$ cat config.mk
export PLATFORM = sky130hd
export DESIGN_NAME = ob_mk_qdeque_flat
export DESIGN_NICKNAME = d
export VERILOG_FILES = /design/src/rtl/ob_mk_qdeque_if.sv /design/src/rtl/ob_mk_qdeque.sv /design/src/flat_wrapper.sv
export SDC_FILE = /design/constraint.sdc
export NUM_CORES = 1
export LEC_CHECK = 0
export CAP_MARGIN = 10
export CORE_UTILIZATION = 48
export CTS_BUF_LIST = sky130_fd_sc_hd__clkbuf_4
export DETAILED_ROUTE_END_ITERATION = 12
export GPL_ROUTABILITY_DRIVEN = 0
export PLACE_DENSITY = 0.67
export SETUP_SLACK_MARGIN = 0.2
export SLEW_MARGIN = 5
export SYNTH_ARGS = -nofsm -noshare
export SYNTH_HDL_FRONTEND = slang
export SYNTH_SLANG_ARGS = --single-unit
$ cat constraint.sdc
create_clock -name clk -period 7.3 [get_ports clk]
set_clock_uncertainty 0.2 [all_clocks]
set_input_delay 0.73 -clock clk [delete_from_list [all_inputs] [get_ports clk]]
set_output_delay 0.73 -clock clk [all_outputs]
set_load 0.01 [all_outputs]
$ cat src/rtl/ob_mk_qdeque_if.sv
// ----------------------------------------------------------------------------
// ob_mk_qdeque_if -- command bus of the quantity deque.
//   cmd_vld : command strobe, one command per cycle
//   cmd_op  : 0 NOP, 1 PushFront, 2 PopFront, 3 PushBack, 4 PopBack,
//             5 ConsumeHead, 6 Clear, 7 reserved
//   cmd_key : key of a pushed entry
//   cmd_qty : quantity of a pushed entry, or amount to consume from the head
// master drives the command, slave (the deque) receives it.
// ----------------------------------------------------------------------------
interface ob_mk_qdeque_if #(
   parameter int KEY_W = 32,
   parameter int QTY_W = 10
);
   logic             cmd_vld;
   logic [2:0]       cmd_op;
   logic [KEY_W-1:0] cmd_key;
   logic [QTY_W-1:0] cmd_qty;

   modport master (output cmd_vld, output cmd_op, output cmd_key, output cmd_qty);
   modport slave  (input  cmd_vld, input  cmd_op, input  cmd_key, input  cmd_qty);
endinterface

$ cat src/rtl/ob_mk_qdeque.sv
// ----------------------------------------------------------------------------
// ob_mk_qdeque -- N-deep double-ended queue of {key, qty} entries with a
// running total of resident quantity and in-place partial consumption of the
// head entry.
//   clk, rst        : clock, asynchronous active-high reset
//   cmd             : command bus (slave side of ob_mk_qdeque_if)
//   head_*_r        : front entry (valid/key/qty), zero when invalid
//   tail_*_r        : back entry (valid/key/qty), zero when invalid
//   empty_w, full_w : combinational occupancy flags
//   count_r         : number of resident entries
//   quantity_r      : sum of resident quantities
//   err_r/err_code_r: one-cycle reject pulse (1 overflow, 2 underflow,
//                     3 bad quantity or illegal op)
// All registered outputs reflect a command one clock after it is presented.
// ----------------------------------------------------------------------------
module ob_mk_qdeque #(
   parameter int N     = 8,
   parameter int KEY_W = 32,
   parameter int QTY_W = 10,
   parameter int ACC_W = QTY_W + $clog2(N)
) (
   input  logic                  clk,
   input  logic                  rst,
   ob_mk_qdeque_if.slave         cmd,
   output logic                  head_vld_r,
   output logic [KEY_W-1:0]      head_key_r,
   output logic [QTY_W-1:0]      head_qty_r,
   output logic                  tail_vld_r,
   output logic [KEY_W-1:0]      tail_key_r,
   output logic [QTY_W-1:0]      tail_qty_r,
   output logic                  empty_w,
   output logic                  full_w,
   output logic [$clog2(N):0]    count_r,
   output logic [ACC_W-1:0]      quantity_r,
   output logic                  err_r,
   output logic [1:0]            err_code_r
);
   localparam int PW = $clog2(N);
   localparam int CW = PW + 1;

   logic [KEY_W-1:0] key_mem [N];
   logic [QTY_W-1:0] qty_mem [N];

   // head_ptr_r addresses the front entry, tail_ptr_r the back entry
   logic [PW-1:0]    head_ptr_r, tail_ptr_r, head_ptr_s, tail_ptr_s;
   logic [PW-1:0]    head_nxt_ptr_s, tail_prv_ptr_s;
   logic [CW-1:0]    count_s;
   logic [ACC_W-1:0] quantity_s;
   logic             head_vld_s, tail_vld_s, err_s;
   logic [KEY_W-1:0] head_key_s, tail_key_s;
   logic [QTY_W-1:0] head_qty_s, tail_qty_s, consume_rem_s;
   logic [1:0]       err_code_s;
   logic             do_push_front_s, do_push_back_s, do_pop_front_s;
   logic             do_pop_back_s, do_consume_s, do_clear_s;
   logic             mem_we_s;
   logic [PW-1:0]    mem_waddr_s;
   logic [KEY_W-1:0] mem_wkey_s;
   logic [QTY_W-1:0] mem_wqty_s;

   assign empty_w        = (count_r == CW'(0));
   assign full_w         = (count_r == CW'(N));
   assign head_nxt_ptr_s = head_ptr_r + PW'(1);
   assign tail_prv_ptr_s = tail_ptr_r - PW'(1);
   assign consume_rem_s  = head_qty_r - cmd.cmd_qty;

   // Command decode: legality check and selection of one action
   always_comb begin
      do_push_front_s = 1'b0;
      do_push_back_s  = 1'b0;
      do_pop_front_s  = 1'b0;
      do_pop_back_s   = 1'b0;
      do_consume_s    = 1'b0;
      do_clear_s      = 1'b0;
      err_s           = 1'b0;
      err_code_s      = 2'd0;
      if (cmd.cmd_vld) begin
         case (cmd.cmd_op)
            3'd0: begin
               err_s = 1'b0;
            end
            3'd1, 3'd3: begin
               if (full_w) begin
                  err_s = 1'b1; err_code_s = 2'd1;
               end else if (cmd.cmd_qty == QTY_W'(0)) begin
                  err_s = 1'b1; err_code_s = 2'd3;
               end else if (cmd.cmd_op == 3'd1) begin
                  do_push_front_s = 1'b1;
               end else begin
                  do_push_back_s = 1'b1;
               end
            end
            3'd2, 3'd4: begin
               if (empty_w) begin
                  err_s = 1'b1; err_code_s = 2'd2;
               end else if (cmd.cmd_op == 3'd2) begin
                  do_pop_front_s = 1'b1;
               end else begin
                  do_pop_back_s = 1'b1;
               end
            end
            3'd5: begin
               if (empty_w) begin
                  err_s = 1'b1; err_code_s = 2'd2;
               end else if ((cmd.cmd_qty == QTY_W'(0)) || (cmd.cmd_qty > head_qty_r)) begin
                  err_s = 1'b1; err_code_s = 2'd3;
               end else if (consume_rem_s == QTY_W'(0)) begin
                  // fully consumed head behaves exactly like PopFront
                  do_pop_front_s = 1'b1;
               end else begin
                  do_consume_s = 1'b1;
               end
            end
            3'd6: begin
               do_clear_s = 1'b1;
            end
            default: begin
               err_s = 1'b1; err_code_s = 2'd3;
            end
         endcase
      end else begin
         err_s = 1'b0;
      end
   end

   // Next-state computation for pointers, occupancy, totals and end entries
   always_comb begin
      head_ptr_s  = head_ptr_r;
      tail_ptr_s  = tail_ptr_r;
      count_s     = count_r;
      quantity_s  = quantity_r;
      head_vld_s  = head_vld_r;
      head_key_s  = head_key_r;
      head_qty_s  = head_qty_r;
      tail_vld_s  = tail_vld_r;
      tail_key_s  = tail_key_r;
      tail_qty_s  = tail_qty_r;
      mem_we_s    = 1'b0;
      mem_waddr_s = head_ptr_r;
      mem_wkey_s  = cmd.cmd_key;
      mem_wqty_s  = cmd.cmd_qty;
      if (do_push_front_s || do_push_back_s) begin
         mem_we_s   = 1'b1;
         count_s    = count_r + CW'(1);
         quantity_s = quantity_r + ACC_W'(cmd.cmd_qty);
         if (empty_w) begin
            // first entry: both ends point at the same slot
            tail_ptr_s = head_ptr_r;
            head_vld_s = 1'b1; head_key_s = cmd.cmd_key; head_qty_s = cmd.cmd_qty;
            tail_vld_s = 1'b1; tail_key_s = cmd.cmd_key; tail_qty_s = cmd.cmd_qty;
         end else if (do_push_front_s) begin
            head_ptr_s  = head_ptr_r - PW'(1);
            mem_waddr_s = head_ptr_r - PW'(1);
            head_key_s  = cmd.cmd_key; head_qty_s = cmd.cmd_qty;
         end else begin
            tail_ptr_s  = tail_ptr_r + PW'(1);
            mem_waddr_s = tail_ptr_r + PW'(1);
            tail_key_s  = cmd.cmd_key; tail_qty_s = cmd.cmd_qty;
         end
      end else if (do_pop_front_s || do_pop_back_s) begin
         count_s    = count_r - CW'(1);
         quantity_s = quantity_r - ACC_W'(do_pop_front_s ? head_qty_r : tail_qty_r);
         if (count_r == CW'(1)) begin
            head_vld_s = 1'b0; head_key_s = KEY_W'(0); head_qty_s = QTY_W'(0);
            tail_vld_s = 1'b0; tail_key_s = KEY_W'(0); tail_qty_s = QTY_W'(0);
         end else if (do_pop_front_s) begin
            head_ptr_s = head_nxt_ptr_s;
            head_key_s = key_mem[head_nxt_ptr_s];
            head_qty_s = qty_mem[head_nxt_ptr_s];
         end else begin
            tail_ptr_s = tail_prv_ptr_s;
            tail_key_s = key_mem[tail_prv_ptr_s];
            tail_qty_s = qty_mem[tail_prv_ptr_s];
         end
      end else if (do_consume_s) begin
         // storage keeps the reduced qty so a later pop exposes it correctly
         mem_we_s   = 1'b1;
         mem_wkey_s = head_key_r;
         mem_wqty_s = consume_rem_s;
         quantity_s = quantity_r - ACC_W'(cmd.cmd_qty);
         head_qty_s = consume_rem_s;
         if (count_r == CW'(1)) begin
            tail_qty_s = consume_rem_s;
         end else begin
            tail_qty_s = tail_qty_r;
         end
      end else if (do_clear_s) begin
         head_ptr_s = PW'(0);
         tail_ptr_s = PW'(0);
         count_s    = CW'(0);
         quantity_s = ACC_W'(0);
         head_vld_s = 1'b0; head_key_s = KEY_W'(0); head_qty_s = QTY_W'(0);
         tail_vld_s = 1'b0; tail_key_s = KEY_W'(0); tail_qty_s = QTY_W'(0);
      end else begin
         mem_we_s = 1'b0;
      end
   end

   // State and output registers
   always_ff @(posedge clk or posedge rst) begin
      if (rst) begin
         head_ptr_r <= PW'(0);
         tail_ptr_r <= PW'(0);
         count_r    <= CW'(0);
         quantity_r <= ACC_W'(0);
         head_vld_r <= 1'b0;
         head_key_r <= KEY_W'(0);
         head_qty_r <= QTY_W'(0);
         tail_vld_r <= 1'b0;
         tail_key_r <= KEY_W'(0);
         tail_qty_r <= QTY_W'(0);
         err_r      <= 1'b0;
         err_code_r <= 2'd0;
      end else begin
         head_ptr_r <= head_ptr_s;
         tail_ptr_r <= tail_ptr_s;
         count_r    <= count_s;
         quantity_r <= quantity_s;
         head_vld_r <= head_vld_s;
         head_key_r <= head_key_s;
         head_qty_r <= head_qty_s;
         tail_vld_r <= tail_vld_s;
         tail_key_r <= tail_key_s;
         tail_qty_r <= tail_qty_s;
         err_r      <= err_s;
         err_code_r <= err_code_s;
      end
   end

   // Entry storage, intentionally not reset
   always_ff @(posedge clk) begin
      if (mem_we_s && !rst) begin
         key_mem[mem_waddr_s] <= mem_wkey_s;
         qty_mem[mem_waddr_s] <= mem_wqty_s;
      end
   end
endmodule

$ cat src/flat_wrapper.sv
// flat-port wrapper written by rule: the top's interface ports become plain ports
module ob_mk_qdeque_flat 
#(
   parameter int N     = 8,
   parameter int KEY_W = 32,
   parameter int QTY_W = 10,
   parameter int ACC_W = QTY_W + $clog2(N)
)
  (clk, rst, head_vld_r, head_key_r, head_qty_r, tail_vld_r, tail_key_r, tail_qty_r, empty_w, full_w, count_r, quantity_r, err_r, err_code_r, cmd_cmd_vld, cmd_cmd_op, cmd_cmd_key, cmd_cmd_qty);
  ob_mk_qdeque_if #(.KEY_W(KEY_W), .QTY_W(QTY_W)) cmd_i ();
  input  logic clk;
  input  logic rst;
  output logic head_vld_r;
  output logic [KEY_W-1:0] head_key_r;
  output logic [QTY_W-1:0] head_qty_r;
  output logic tail_vld_r;
  output logic [KEY_W-1:0] tail_key_r;
  output logic [QTY_W-1:0] tail_qty_r;
  output logic empty_w;
  output logic full_w;
  output logic [$clog2(N):0] count_r;
  output logic [ACC_W-1:0] quantity_r;
  output logic err_r;
  output logic [1:0] err_code_r;
  input wire logic [$bits(cmd_i.cmd_vld)-1:0] cmd_cmd_vld;
  input wire logic [$bits(cmd_i.cmd_op)-1:0] cmd_cmd_op;
  input wire logic [$bits(cmd_i.cmd_key)-1:0] cmd_cmd_key;
  input wire logic [$bits(cmd_i.cmd_qty)-1:0] cmd_cmd_qty;
  assign cmd_i.cmd_vld = cmd_cmd_vld;
  assign cmd_i.cmd_op = cmd_cmd_op;
  assign cmd_i.cmd_key = cmd_cmd_key;
  assign cmd_i.cmd_qty = cmd_cmd_qty;
  ob_mk_qdeque #(.N(N), .KEY_W(KEY_W), .QTY_W(QTY_W), .ACC_W(ACC_W)) u_core (.clk(clk), .rst(rst), .cmd(cmd_i), .head_vld_r(head_vld_r), .head_key_r(head_key_r), .head_qty_r(head_qty_r), .tail_vld_r(tail_vld_r), .tail_key_r(tail_key_r), .tail_qty_r(tail_qty_r), .empty_w(empty_w), .full_w(full_w), .count_r(count_r), .quantity_r(quantity_r), .err_r(err_r), .err_code_r(err_code_r));
endmodule
* After elaboration in Yosys (flattened, before gate mapping)
Memory sizes are Yosys's and may differ from the RTL's. Cells that the tools add are included.
Word-level totals: word-level logic and storage cells 182, memories 2, latch bits 0, memory bits (read-only) 0, bits in writable memories 336, register bits 111
Operators by class: shift-type cells 0, divide/modulo/power cells 0, bitwise logic cells 0, multiplexer cells 115, reduce and logical (&&, ||, !) cells 22, equal/unequal tests 21, $mul 0, $lt $le $gt $ge 1, add/sub/neg operators 10
Memory list:
- u_core.key_mem | depth 8, width 32, read ports 2, clocked after memory_dff 0, wr ports 1, RTL line ob_mk_qdeque.sv:41 | logic [KEY_W-1:0] key_mem [N];
- u_core.qty_mem | depth 8, width 10, read ports 2, clocked after memory_dff 0, wr ports 1, RTL line ob_mk_qdeque.sv:42 | logic [QTY_W-1:0] qty_mem [N];
Operators with widths (number):
- 2-to-1 mux 32 bit | 17
- 2-to-1 mux 10 bit | 20
- 2-to-1 mux 13 bit | 4
- 2-to-1 mux 3 bit | 17
- 2-to-1 mux 1 bit | 44
- zero test 10 bit | 2
- 2-to-1 mux 4 bit | 4
- AND reduction 4 bit | 4
- adder 13 x 10 -> 13 bit | 1
- subtractor 13 x 10 -> 13 bit | 1
- subtractor 13 bit | 1
- 2-to-1 mux 2 bit | 6
- > comparator 10 bit | 1
- subtractor 10 bit | 1
- == test 3 bit (second input constant) | 3
- != test 3 x 2 -> 1 bit (second input constant) | 3
- != test 3 bit (second input constant) | 3
- != test 4 bit (second input constant) | 2
- one-hot mux 2 bit (4 select lines) | 1
- adder 3 x 1 -> 3 bit (second input constant) | 2
- == test 3 x 2 -> 1 bit (second input constant) | 2
- AND reduction 6 bit | 1
- OR reduction 2 bit | 3
- subtractor 3 x 1 -> 3 bit (second input constant) | 2
- other kinds (21) | 24

* Longest topological paths before layout
Gate-level depths: netlist of run 1.
word-level depth 13, gate-level depth with buffers 24

* Worst setup path after synthesis of run 1
Ideal clock, no wire load.
path kind input -> register, start input port rst, end memory u_core.key_mem[1][0], enable pin, setup time 0.493 ns, stages 3, slack 0.044 ns, arrival time 6.563 ns, required time 6.607 ns, cell sequence inv_1 > o211ai_1 > nor3_1
Between the ends: longest elaborated chain between the ends 4
RTL lines:
- from (decl) | RTL line flat_wrapper.sv:12 | input logic rst;
- zero test 1 bit (no line)
- logical AND 1 bit | RTL line ob_mk_qdeque.sv:231 | if (mem_we_s && !rst) begin
- 2-to-1 mux 1 bit | RTL line ob_mk_qdeque.sv:231
- 2-to-1 mux 1 bit (not written as such) | RTL line ob_mk_qdeque.sv:232 | key_mem[mem_waddr_s] <= mem_wkey_s;
- to (decl) | RTL line ob_mk_qdeque.sv:41
No other way between the ends.

* Final worst setup path of run 1
start input port cmd_cmd_qty[0], end register u_core.quantity_r[11]
Between the ends: longest elaborated chain between the ends 11
RTL lines:
- from (decl) | RTL line flat_wrapper.sv:28 | input wire logic [$bits(cmd_i.cmd_qty)-1:0] cmd_cmd_qty;
- subtractor 10 bit | RTL line ob_mk_qdeque.sv:64 | assign consume_rem_s = head_qty_r - cmd.cmd_qty;
- zero test 10 bit | RTL line ob_mk_qdeque.sv:106 | end else if (consume_rem_s == QTY_W'(0)) begin
- 2-to-1 mux 1 bit | RTL line ob_mk_qdeque.sv:106
- 2-to-1 mux 1 bit | RTL line ob_mk_qdeque.sv:104 | end else if ((cmd.cmd_qty == QTY_W'(0)) || (cmd.cmd_qty > head_qty_r)) begin
- 2-to-1 mux 1 bit | RTL line ob_mk_qdeque.sv:102 | if (empty_w) begin
- one-hot mux 1 bit (2 select lines) | RTL line ob_mk_qdeque.sv:77 | case (cmd.cmd_op)
- 2-to-1 mux 1 bit | RTL line ob_mk_qdeque.sv:76 | if (cmd.cmd_vld) begin
- 2-to-1 mux 10 bit | RTL line ob_mk_qdeque.sv:161 | quantity_s = quantity_r - ACC_W'(do_pop_front_s ? head_qty_r : tail_qty_r);
- subtractor 13 bit | RTL line ob_mk_qdeque.sv:161
- 2-to-1 mux 13 bit | RTL line ob_mk_qdeque.sv:159 | end else if (do_pop_front_s || do_pop_back_s) begin
- 2-to-1 mux 13 bit | RTL line ob_mk_qdeque.sv:141 | if (do_push_front_s || do_push_back_s) begin
- to (signal assigned) | RTL line ob_mk_qdeque.sv:217 | quantity_r <= quantity_s;
- to (decl) | RTL line ob_mk_qdeque.sv:34 | output logic [ACC_W-1:0] quantity_r,
Several ways; a longest one is shown, not always the timed one. A chain may end at the register's enable or synchronous reset.

==> impl_summary.txt, run 1 <==
----------------------------------------------------
[Run]
  Max-cap violations ... 0

[Critical path]
  Required time at the endpoint of the critical path ... 7.79 ns
  Launch point of the critical path ... cmd_cmd_qty[0]
  Largest fanout of any net on the critical path ... 12
  Worst r2r dst ... u_core.quantity_r[11]$_DFFE_PP0P_
  Critical Setup Path Class ... input port to flop
  Startpoint type of the worst setup path ... input port
  Path depth of the worst reg2reg path ... 21
  Setup slack of the worst register-to-register path ... between 1 and 1.5 ns
  Arr. time, crit path ... roughly 6.7 ns
  Crit path capture type ... flop
  Crit Reg-Reg Startpoint ... u_core.head_qty_r[0]$_DFFE_PP0P_

[Route]
  DRT antenna net count ... 0
  Count of unresolved DRC violations after routing ... 0
  Total iterations of the first detailed-routing run ... 5
  Average wire per standard cell ... approximately 24 µm
  Via count ... ~16000
  Vias per cell ... roughly 6.3
  Post-Route WL ... 61400 µm
  Drt initial violations ... about 1700

[GRT]
  Wire length of the first global-routing pass ... between 90000 and 100000 µm
  Total gr overflow ... 0
  Number of global-route vias before repair ... 16200
  Antenna violations before repair ... 1
  Maximum number of pins on one net before global-route repair ... between 80 and 90
  Total Routing Usage GR ... around 25%

[Floorplan]
  Num rows ... 80
  Die Footprint ... slightly below 0.05 mm²
  Effective utilization at floorplan ... 48.6%
  Area of the core ... ~0.048 mm²
  Vertical die dimension ... about 220 µm
  Number of top-level pins ... 156
  Die width ... about 220 µm

[Clock network]
  Setup Fix Bufs, Post-CTS ... 0
  CTS Buf Count ... 112
  Clock tree from TritonCTS ... done
  CTS H-Tree Depth ... 3
  Num Clock Sinks ... ~450
  Clock Latency Late Sink ... around 0.85 ns
  Clock transition at the register clock pins on the worst setup and hold paths after CTS ... 0.06 ns
  Hold Buf Count CTS ... 0
  Number of gates resized after CTS ... 0
  Library cell used as clock root buffer ... sky130_fd_sc_hd__clkbuf_4
  Maximum clock insertion buffer count ... 3

[Logic synthesis]
  Post-synth design cell area ... between 0.02 and 0.025 mm²
  Synthesized area per cell ... 13.9 µm²
  Yosys reg bits ... ~450
  Sequential-to-total area share from yosys stat ... between 50% and 60%
  Proportion of register bits with asynchronous set or reset after synthesis ... about a quarter
  Cell count after synthesis ... approximately 1700
  Dominant synthesized flop cell ... sky130_fd_sc_hd__edfxtp_1
  Number of warning messages in the yosys log ... 0
  Post-synth EDFFs ... approximately 340
  Unique cell type count in the Yosys netlist ... 73
  Post-synth net total ... around 1800

[Pwr]
  Total Power ... about 11 mW
  Internal power component ... 6.85 mW
  Clk network pwr share ... roughly a fifth
  Sequential share of power ... just over 30%
  Maximum vdd ir drop ... between 200 and 300 µV
  Leakage power summed over all cells ... roughly 9.5 nW
  Net switching share of the total power ... between 30% and 40%
  Gate power share ... between 40 and 50%
  Power dissipated by switching net loads ... approximately 4 mW
  Power per cell area ... 402 mW/mm²

[Status]
  Result of the run ... finished, final reports clean

[Worst hold path]
  Start point of the worst min-delay path ... u_core.head_key_r[23]$_DFFE_PP0P_
  Class of the most critical hold timing path ... flop to flop
  WHS Endpoint ... u_core.head_key_r[23]$_DFFE_PP0P_
  Worst hold stages ... 2

[Timing]
  Final-report setup violation count ... 0
  Count of endpoints failing hold in the final timing report ... 0
  Transition time at the pin with the least slew margin ... approximately 1.1 ns
  Slew Viols, Final ... 0
  Highest clock rate ... roughly 0.16 GHz
  Final period util ... 84.5%
  Slew HR ... 24.7%
  Post-layout min period ... between 6 and 7 ns
  Total Negative Setup Slacks ... 0 ns
  Unrepaired setup endpoints after global routing ... false

[Finish]
  Commonest cells after routing, fill and taps aside ... sky130_fd_sc_hd__edfxtp_1, sky130_fd_sc_hd__nand2_1, sky130_fd_sc_hd__clkbuf_4, sky130_fd_sc_hd__mux4_2, sky130_fd_sc_hd__clkdlybuf4s50_1
  Leading cell type in the layout, fill and taps excluded ... sky130_fd_sc_hd__edfxtp_1
  Area growth from synthesis to layout ... 16.3%
  Number of nets in the layout ... between 1500 and 2000
  Share of final-layout standard cells stronger than drive strength 1 ... 26.7%

[Placement]
  Half-perimeter wire length after detailed placement ... ~35000 µm
  IO buf count ... about 160

----------------------------------------------------
[sequential cells by signal, indices dropped and copies added, names as in the netlist, 4 cells and up]
name and count:
u_core.head_key_r 32, u_core.count_r 4, u_core.qty_mem 80, u_core.tail_key_r 32
u_core.tail_qty_r 10, u_core.quantity_r 13, u_core.key_mem 256, u_core.head_qty_r 10
[per-stage QoR]
stage | hold slack, ns | cells | utilization (%) | worst slack, ns | area (µm²)
after global routing | 0.336 | 2560 | 56.6 | 0.831 | 27000
after CTS | 0.250 | 2559 | 56.6 | 1.34 | 27000
after detailed placement | 0.304 | 2346 | 53.3 | 0.459 | 25400
final | 0.315 | 2560 | 56.6 | 1.13 | 27000
after floorplan | 0.306 | 1662 | - | 0.954 | 23200
after global placement | 0.299 | 2346 | 53.3 | 0.600 | 25400
[how the worst max path moves through the flow]
stage / to / slack, ns / depth (start not counted)
after floorplan: u_core.key_mem[3][0]$_DFFE_PP_ / 0.95 / 9
after global placement: u_core.quantity_r[11]$_DFFE_PP0P_ / 0.60 / 21
after detailed placement: u_core.quantity_r[11]$_DFFE_PP0P_ / 0.46 / 21
after CTS: u_core.quantity_r[11]$_DFFE_PP0P_ / 1.34 / 21
after global routing: u_core.quantity_r[11]$_DFFE_PP0P_ / 0.83 / 21
final: u_core.quantity_r[11]$_DFFE_PP0P_ / 1.13 / 21
[cell usage after synthesis (5+ instances only)]
master                     number  area share [%]
sky130_fd_sc_hd__edfxtp_1     336              44
sky130_fd_sc_hd__nand2_1      191             3.1
sky130_fd_sc_hd__mux4_2       168              16
sky130_fd_sc_hd__dfrtp_1      111              12
sky130_fd_sc_hd__nor2_1        95             1.5
sky130_fd_sc_hd__mux2_2        82             4.0
sky130_fd_sc_hd__o21ai_0       82             1.8
sky130_fd_sc_hd__clkbuf_1      80             1.3
sky130_fd_sc_hd__a21oi_1       72             1.6
sky130_fd_sc_hd__a22oi_1       66             2.1
sky130_fd_sc_hd__ha_1          48             2.6
sky130_fd_sc_hd__inv_1         40            0.65
sky130_fd_sc_hd__a21oi_2       28             1.1
sky130_fd_sc_hd__nor3_1        20            0.43
sky130_fd_sc_hd__buf_1         17            0.28
sky130_fd_sc_hd__mux2i_1       16            0.69
sky130_fd_sc_hd__nand3_1       15            0.32
sky130_fd_sc_hd__o21ai_1       13            0.28
sky130_fd_sc_hd__o22ai_1       12            0.32
sky130_fd_sc_hd__xnor2_1       12            0.45
sky130_fd_sc_hd__buf_2         10            0.22
sky130_fd_sc_hd__a21o_1         8            0.26
sky130_fd_sc_hd__a31oi_1        8            0.22
sky130_fd_sc_hd__nand2b_1       8            0.22
sky130_fd_sc_hd__nor2b_1        7            0.19
sky130_fd_sc_hd__xor2_1         7            0.26
sky130_fd_sc_hd__buf_6          6            0.29
sky130_fd_sc_hd__o211ai_1       6            0.19
sky130_fd_sc_hd__o21a_1         6            0.19
sky130_fd_sc_hd__a221o_1        5            0.22
sky130_fd_sc_hd__nor4_1         5            0.13
sky130_fd_sc_hd__o211a_1        5            0.22
sky130_fd_sc_hd__o221ai_1       5            0.19
[metal layers]
layer / vias up / GRT usage (%) / share of wire (%)
li1: 6958 / - / -
met1: 8217 / 34.5 / 42
met2: 803 / 39.6 / 48
met3: 101 / 5.38 / 8.3
met4: 0 / 9.30 / 2.3
met5: - / 0 / 0
[kinds of logic (layout without fill, tap and decap cells)]
logic type                 Yosys count  count (layout)  share of synthesized area, %
AOI/OAI and AO/OA                  361             361                          10.4
xor gates and xnor gates            19              19                         0.718
adders and majority gates           52              52                          2.94
buffers and inverters              154             436                          2.76
DFF                                447             447                          55.5
muxes                              266             266                          21.0
other                                0               1                             0
and+or+nand+nor                    363             363                          6.62
[critical path, stage by stage]
cell,delay [ns]
sky130_fd_sc_hd__clkdlybuf4s50_1,0.65
sky130_fd_sc_hd__ha_1,0.23
sky130_fd_sc_hd__inv_1,0.06
sky130_fd_sc_hd__fa_1,0.42
sky130_fd_sc_hd__a21o_1,0.21
sky130_fd_sc_hd__a221oi_2,0.38
sky130_fd_sc_hd__xor2_1,0.32
sky130_fd_sc_hd__nand3_1,0.13
sky130_fd_sc_hd__or4b_1,0.63
sky130_fd_sc_hd__o21ai_1,0.24
sky130_fd_sc_hd__buf_4,0.29
sky130_fd_sc_hd__mux2i_1,0.30
sky130_fd_sc_hd__ha_1,0.19
sky130_fd_sc_hd__a21o_1,0.09
sky130_fd_sc_hd__a21oi_1,0.11
sky130_fd_sc_hd__o211a_1,0.26
sky130_fd_sc_hd__o41ai_1,0.54
sky130_fd_sc_hd__nand3_1,0.17
sky130_fd_sc_hd__and3_1,0.21
sky130_fd_sc_hd__o311ai_0,0.30
sky130_fd_sc_hd__o311ai_0,0.20
[cell type report]
| cell class | count | area [µm²] |
|---|---|---|
| Tap cell | 615 | 769 |
| Fill cell | 3801 | 20700 |
| Sequential cell | 447 | 12900 |
| Antenna cell | 1 | 2.50 |
| Timing Repair Buffer | 183 | 1790 |
| Clock inverter | 39 | 243 |
| Multi-Input combinational cell | 1061 | 9830 |
| Inverter | 40 | 153 |
| Clock buffer | 174 | 1310 |
[power by group through the flow]
stage | combinational (mW) | clock (mW) | sequential (mW)
floorplan | 3.61 | 0 | 3.38
global placement | 5.20 | 0 | 3.40
detailed placement | 5.27 | 0 | 3.40
CTS | 5.29 | 2.27 | 3.35
global route | 5.66 | 2.39 | 3.39
finish | 5.27 | 2.21 | 3.36
(Power assumes the default switching activity.)
==> inputs of run 2 (changes only) <==
--- a/config.mk
+++ b/config.mk
@@ -10,7 +10,7 @@
 export CTS_BUF_LIST = sky130_fd_sc_hd__clkbuf_4
 export DETAILED_ROUTE_END_ITERATION = 12
 export GPL_ROUTABILITY_DRIVEN = 0
-export PLACE_DENSITY = 0.67
+export PLACE_DENSITY = 0.7
 export SETUP_SLACK_MARGIN = 0.2
 export SLEW_MARGIN = 5
 export SYNTH_ARGS = -nofsm -noshare
==> constraint.sdc (replaced) <==
create_clock -name clk -period 5.12 [get_ports clk]
set_clock_uncertainty 0.2 [all_clocks]
set_input_delay 0.512 -clock clk [delete_from_list [all_inputs] [get_ports clk]]
set_output_delay 0.512 -clock clk [all_outputs]
set_load 0.01 [all_outputs]
==> impl_summary.txt, run 2 (synthesis results as in run 1) <==
----------------------------------------------------
[Finish]
  Share of final-layout standard cells stronger than drive strength 1 ... 32.4% (was 26.7%)
  Commonest cells after routing, fill and taps aside ... sky130_fd_sc_hd__edfxtp_1, sky130_fd_sc_hd__nand2_1, sky130_fd_sc_hd__clkbuf_4, sky130_fd_sc_hd__mux4_2, sky130_fd_sc_hd__clkdlybuf4s50_1 (unchanged)
  Count of non-filler cells in the finished layout ... 2674 (was 2560)
  Number of nets in the layout ... 2058 (was 1945)
  Post-layout instance area ... 0.0282 mm² (was 0.0270 mm²)
  Area growth from synthesis to layout ... 21.6% (was 16.3%)
  Post-layout utilization of the core ... 59.2% (was 56.6%)
  Max FFs per register ... 256 (unchanged)
  Reg with most FFs ... u_core.key_mem (unchanged)
  Top Registers ... u_core.key_mem: 256 flops, u_core.qty_mem: 80 flops (unchanged)
  Fillcell total ... 3683 (was 3801)
  Leading cell type in the layout, fill and taps excluded ... sky130_fd_sc_hd__edfxtp_1 (unchanged)

[Placement]
  IO buf count ... 155 (unchanged)
  Placed cell areas ... 0.0262 mm² (was 0.0254 mm²)
  Half-perimeter wire length after detailed placement ... 39500 µm (was 35300 µm)
  Placed Instances ... 2435 (was 2346)

[Critical path]
  Crit path capture type ... flop (unchanged)
  Maximum cell stage delay along the critical path ... 0.53 ns (was 0.65 ns)
  Crit path buf inv count ... 5 (was 3)
  Worst r2r dst ... u_core.quantity_r[12]$_DFFE_PP0P_ (was u_core.quantity_r[11]$_DFFE_PP0P_)
  Slowest cell on crit path ... sky130_fd_sc_hd__or4b_4 (was sky130_fd_sc_hd__clkdlybuf4s50_1)
  Ordered list of cells on the worst path ... inv_2 > ha_4 > inv_2 > fa_2 > a21o_1 > a221oi_4 > xor2_1 > nand3_1 > or4b_4 > o21ai_4 > buf_6 > buf_12 > buf_4 > mux2i_4 > ha_4 > nand3_1 > o211ai_1 > o21ai_1 > nand2b_1 > a21oi_2 > o211a_1 > o21ai_1 > a21oi_1 > o21ai_1 (was clkdlybuf4s50_1 > ha_1 > inv_1 > fa_1 > a21o_1 > a221oi_2 > xor2_1 > nand3_1 > or4b_1 > o21ai_1 > buf_4 > mux2i_1 > ha_1 > a21o_1 > a21oi_1 > o211a_1 > o41ai_1 > nand3_1 > and3_1 > o311ai_0 > o311ai_0)
  Critical Setup Path Class ... flop to flop (was input port to flop)
  Largest fanout of any net on the critical path ... 5 (was 12)
  Launch point of the critical path ... u_core.head_qty_r[0]$_DFFE_PP0P_ (was cmd_cmd_qty[0])
  Crit Reg-Reg Startpoint ... u_core.head_qty_r[0]$_DFFE_PP0P_ (unchanged)
  Required time at the endpoint of the critical path ... 5.64 ns (was 7.79 ns)
  Path depth of the worst reg2reg path ... 24 (was 21)
  Startpoint type of the worst setup path ... flop (was input port)
  Cell family contributing the most delay on the critical path ... compound AO/OA/AOI/OAI gates (unchanged)
  Most prevalent standard cell on the critical path ... sky130_fd_sc_hd__o21ai_1
  Arr. time, crit path ... 5.43 ns (was 6.66 ns)
  Setup slack of the worst register-to-register path ... 0.21 ns (was 1.17 ns)

[Clock network]
  Clock Latency Late Sink ... 0.88 ns (was 0.85 ns)
  Maximum clock insertion buffer count ... 3 (unchanged)
  Clock transition at the register clock pins on the worst setup and hold paths after CTS ... 0.07 ns (was 0.06 ns)
  CTS Buf Count ... 115 (was 112)
  CTS H-Tree Depth ... 3 (unchanged)
  Num Clock Sinks ... 447 (unchanged)
  Clock tree from TritonCTS ... done (unchanged)
  Library cell used as clock root buffer ... sky130_fd_sc_hd__clkbuf_4 (unchanged)

[Route]
  Average wire per standard cell ... 23.6 µm (was 24.0 µm)
  Via count ... 16500 (was 16100)
  Drt initial violations ... 1647 (was 1654)
  DR top layer ... met4 (unchanged)
  M1 wire length ... 25300 µm (was 25600 µm)
  Post-Route WL ... 63100 µm (was 61400 µm)
  Total iterations of the first detailed-routing run ... 9 (was 5)
  Met3 Wirelength ... 5890 µm (was 5110 µm)
  DRT antenna net count ... 0 (unchanged)
  Count of unresolved DRC violations after routing ... 0 (unchanged)
  Vias per cell ... 6.19 (was 6.28)
  Met2 WL ... 30100 µm (was 29300 µm)

[Timing]
  Final-report setup violation count ... 0 (unchanged)
  Final period util ... between 90 and 100%
  Unrepaired setup endpoints after global routing ... true (was false)
  Count of endpoints failing hold in the final timing report ... 0 (unchanged)
  Slew HR ... 27.1% (was 24.7%)
  Post-layout min period ... about 4.9 ns
  Slew Viols, Final ... 0 (unchanged)
  Highest clock rate ... 0.203 GHz
  Final Hold Slack ... 0.132 ns (was 0.315 ns)
  Transition time at the pin with the least slew margin ... 1.09 ns (was 1.12 ns)

[Status]
  Result of the run ... finished, final reports clean (unchanged)

[Pwr]
  Maximum vdd ir drop ... 631 µV (was 299 µV)
  Leakage power summed over all cells ... 10.1 nW (was 9.47 nW)
  Power per cell area ... 581 mW/mm² (was 402 mW/mm²)

[Floorplan]
  Vertical die dimension ... 222 µm (unchanged)
  Die Footprint ... 0.0492 mm² (unchanged)
  Number of top-level pins ... 156 (unchanged)
  Die width ... 222 µm (unchanged)
  Effective utilization at floorplan ... 48.6% (unchanged)
  Area of the core ... 0.0476 mm² (unchanged)
  Num rows ... 80 (unchanged)

[GRT]
  Wire length of the first global-routing pass ... 96500 µm (was 94000 µm)
  Total gr overflow ... 0 (unchanged)
  Antenna violations before repair ... 2 (was 1)
  Total Routing Usage GR ... 25.7% (was 25.1%)
  Number of global-route vias before repair ... 16900 (was 16200)
  Maximum number of pins on one net before global-route repair ... 68 (was 81)

[Run]
  Max-cap violations ... 0 (unchanged)

[Worst hold path]
  Class of the most critical hold timing path ... input port to asynchronous set/reset pin (was flop to flop)

----------------------------------------------------
-- run 2: worst max-delay path by stage --
stage / to / cells past startpoint / slack, ns
after detailed placement: u_core.quantity_r[12]$_DFFE_PP0P_ / 23 / -0.58
after global placement: u_core.quantity_r[12]$_DFFE_PP0P_ / 23 / -0.41
after floorplan: u_core.key_mem[0][0]$_DFFE_PP_ / 11 / -0.08
after CTS: u_core.quantity_r[12]$_DFFE_PP0P_ / 23 / 0.09
final: u_core.quantity_r[12]$_DFFE_PP0P_ / 24 / 0.21
after global routing: u_core.quantity_r[11]$_DFFE_PP0P_ / 26 / 0.03
-- run 2: worst reg2reg max path: cells and delay by family, from the launching register on --
family                   cells  cell delay [ns]
buffers and inverters        5             0.51
XOR/XNOR                     1             0.22
AND/OR/NAND/NOR              4             0.81
AO/OA/AOI/OAI               10             1.69
adder cells (fa/ha/maj)      3             0.72
multiplexers                 1             0.25
flip-flops                   1             0.39
-- run 2: timing repair --
| item | CTS | global route |
|---|---|---|
| pin swaps | 13 | 27 |
| buffers inserted | 11 | 10 |
| setup endpoints to repair | 4 | 6 |
| hold buffers | 0 | 0 |
| gates resized for setup | 23 | 22 |
-- run 2: per-layer routing --
metal,global-route usage [%],vias up
met4,10.7,0
met5,0,-
met1,34.2,8315
met3,6.03,119
met2,40.9,916
li1,-,7198
-- run 2: final cells by class --
cell class / count / area, µm² / area share [%]
tap: 615 / 769 / 2.73
antenna: 3 / 7.51 / 0.0266
timing repair buffer: 293 / 2740 / 9.72
clock inverter: 38 / 269 / 0.954
sequential: 447 / 12900 / 45.7
clock buffer: 177 / 1330 / 4.71
multi-input combinational: 1061 / 10000 / 35.6
inverter: 40 / 154 / 0.546
-- run 2: report_power, final --
part	switching [mW]	total, mW	leakage, nW	internal, mW
combinational	4.03	8.26	4.72	4.23
clock	1.48	3.25	0.949	1.78
sequential	0.537	4.86	4.41	4.32
total	6.05	16.4	10.1	10.3
-- run 2: metrics by stage --
step / total power, mW / setup WS, ns / TNS, ns
6_report: 16.4 / 0.206 / 0
5_1_grt: 17.2 / 0.0251 / 0
4_1_cts: 16.2 / 0.0908 / 0
3_5_place_dp: 12.8 / -0.581 / -2.69
3_3_place_gp: 12.6 / -0.413 / -1.60
2_1_floorplan: 9.99 / -0.0762 / -11.23
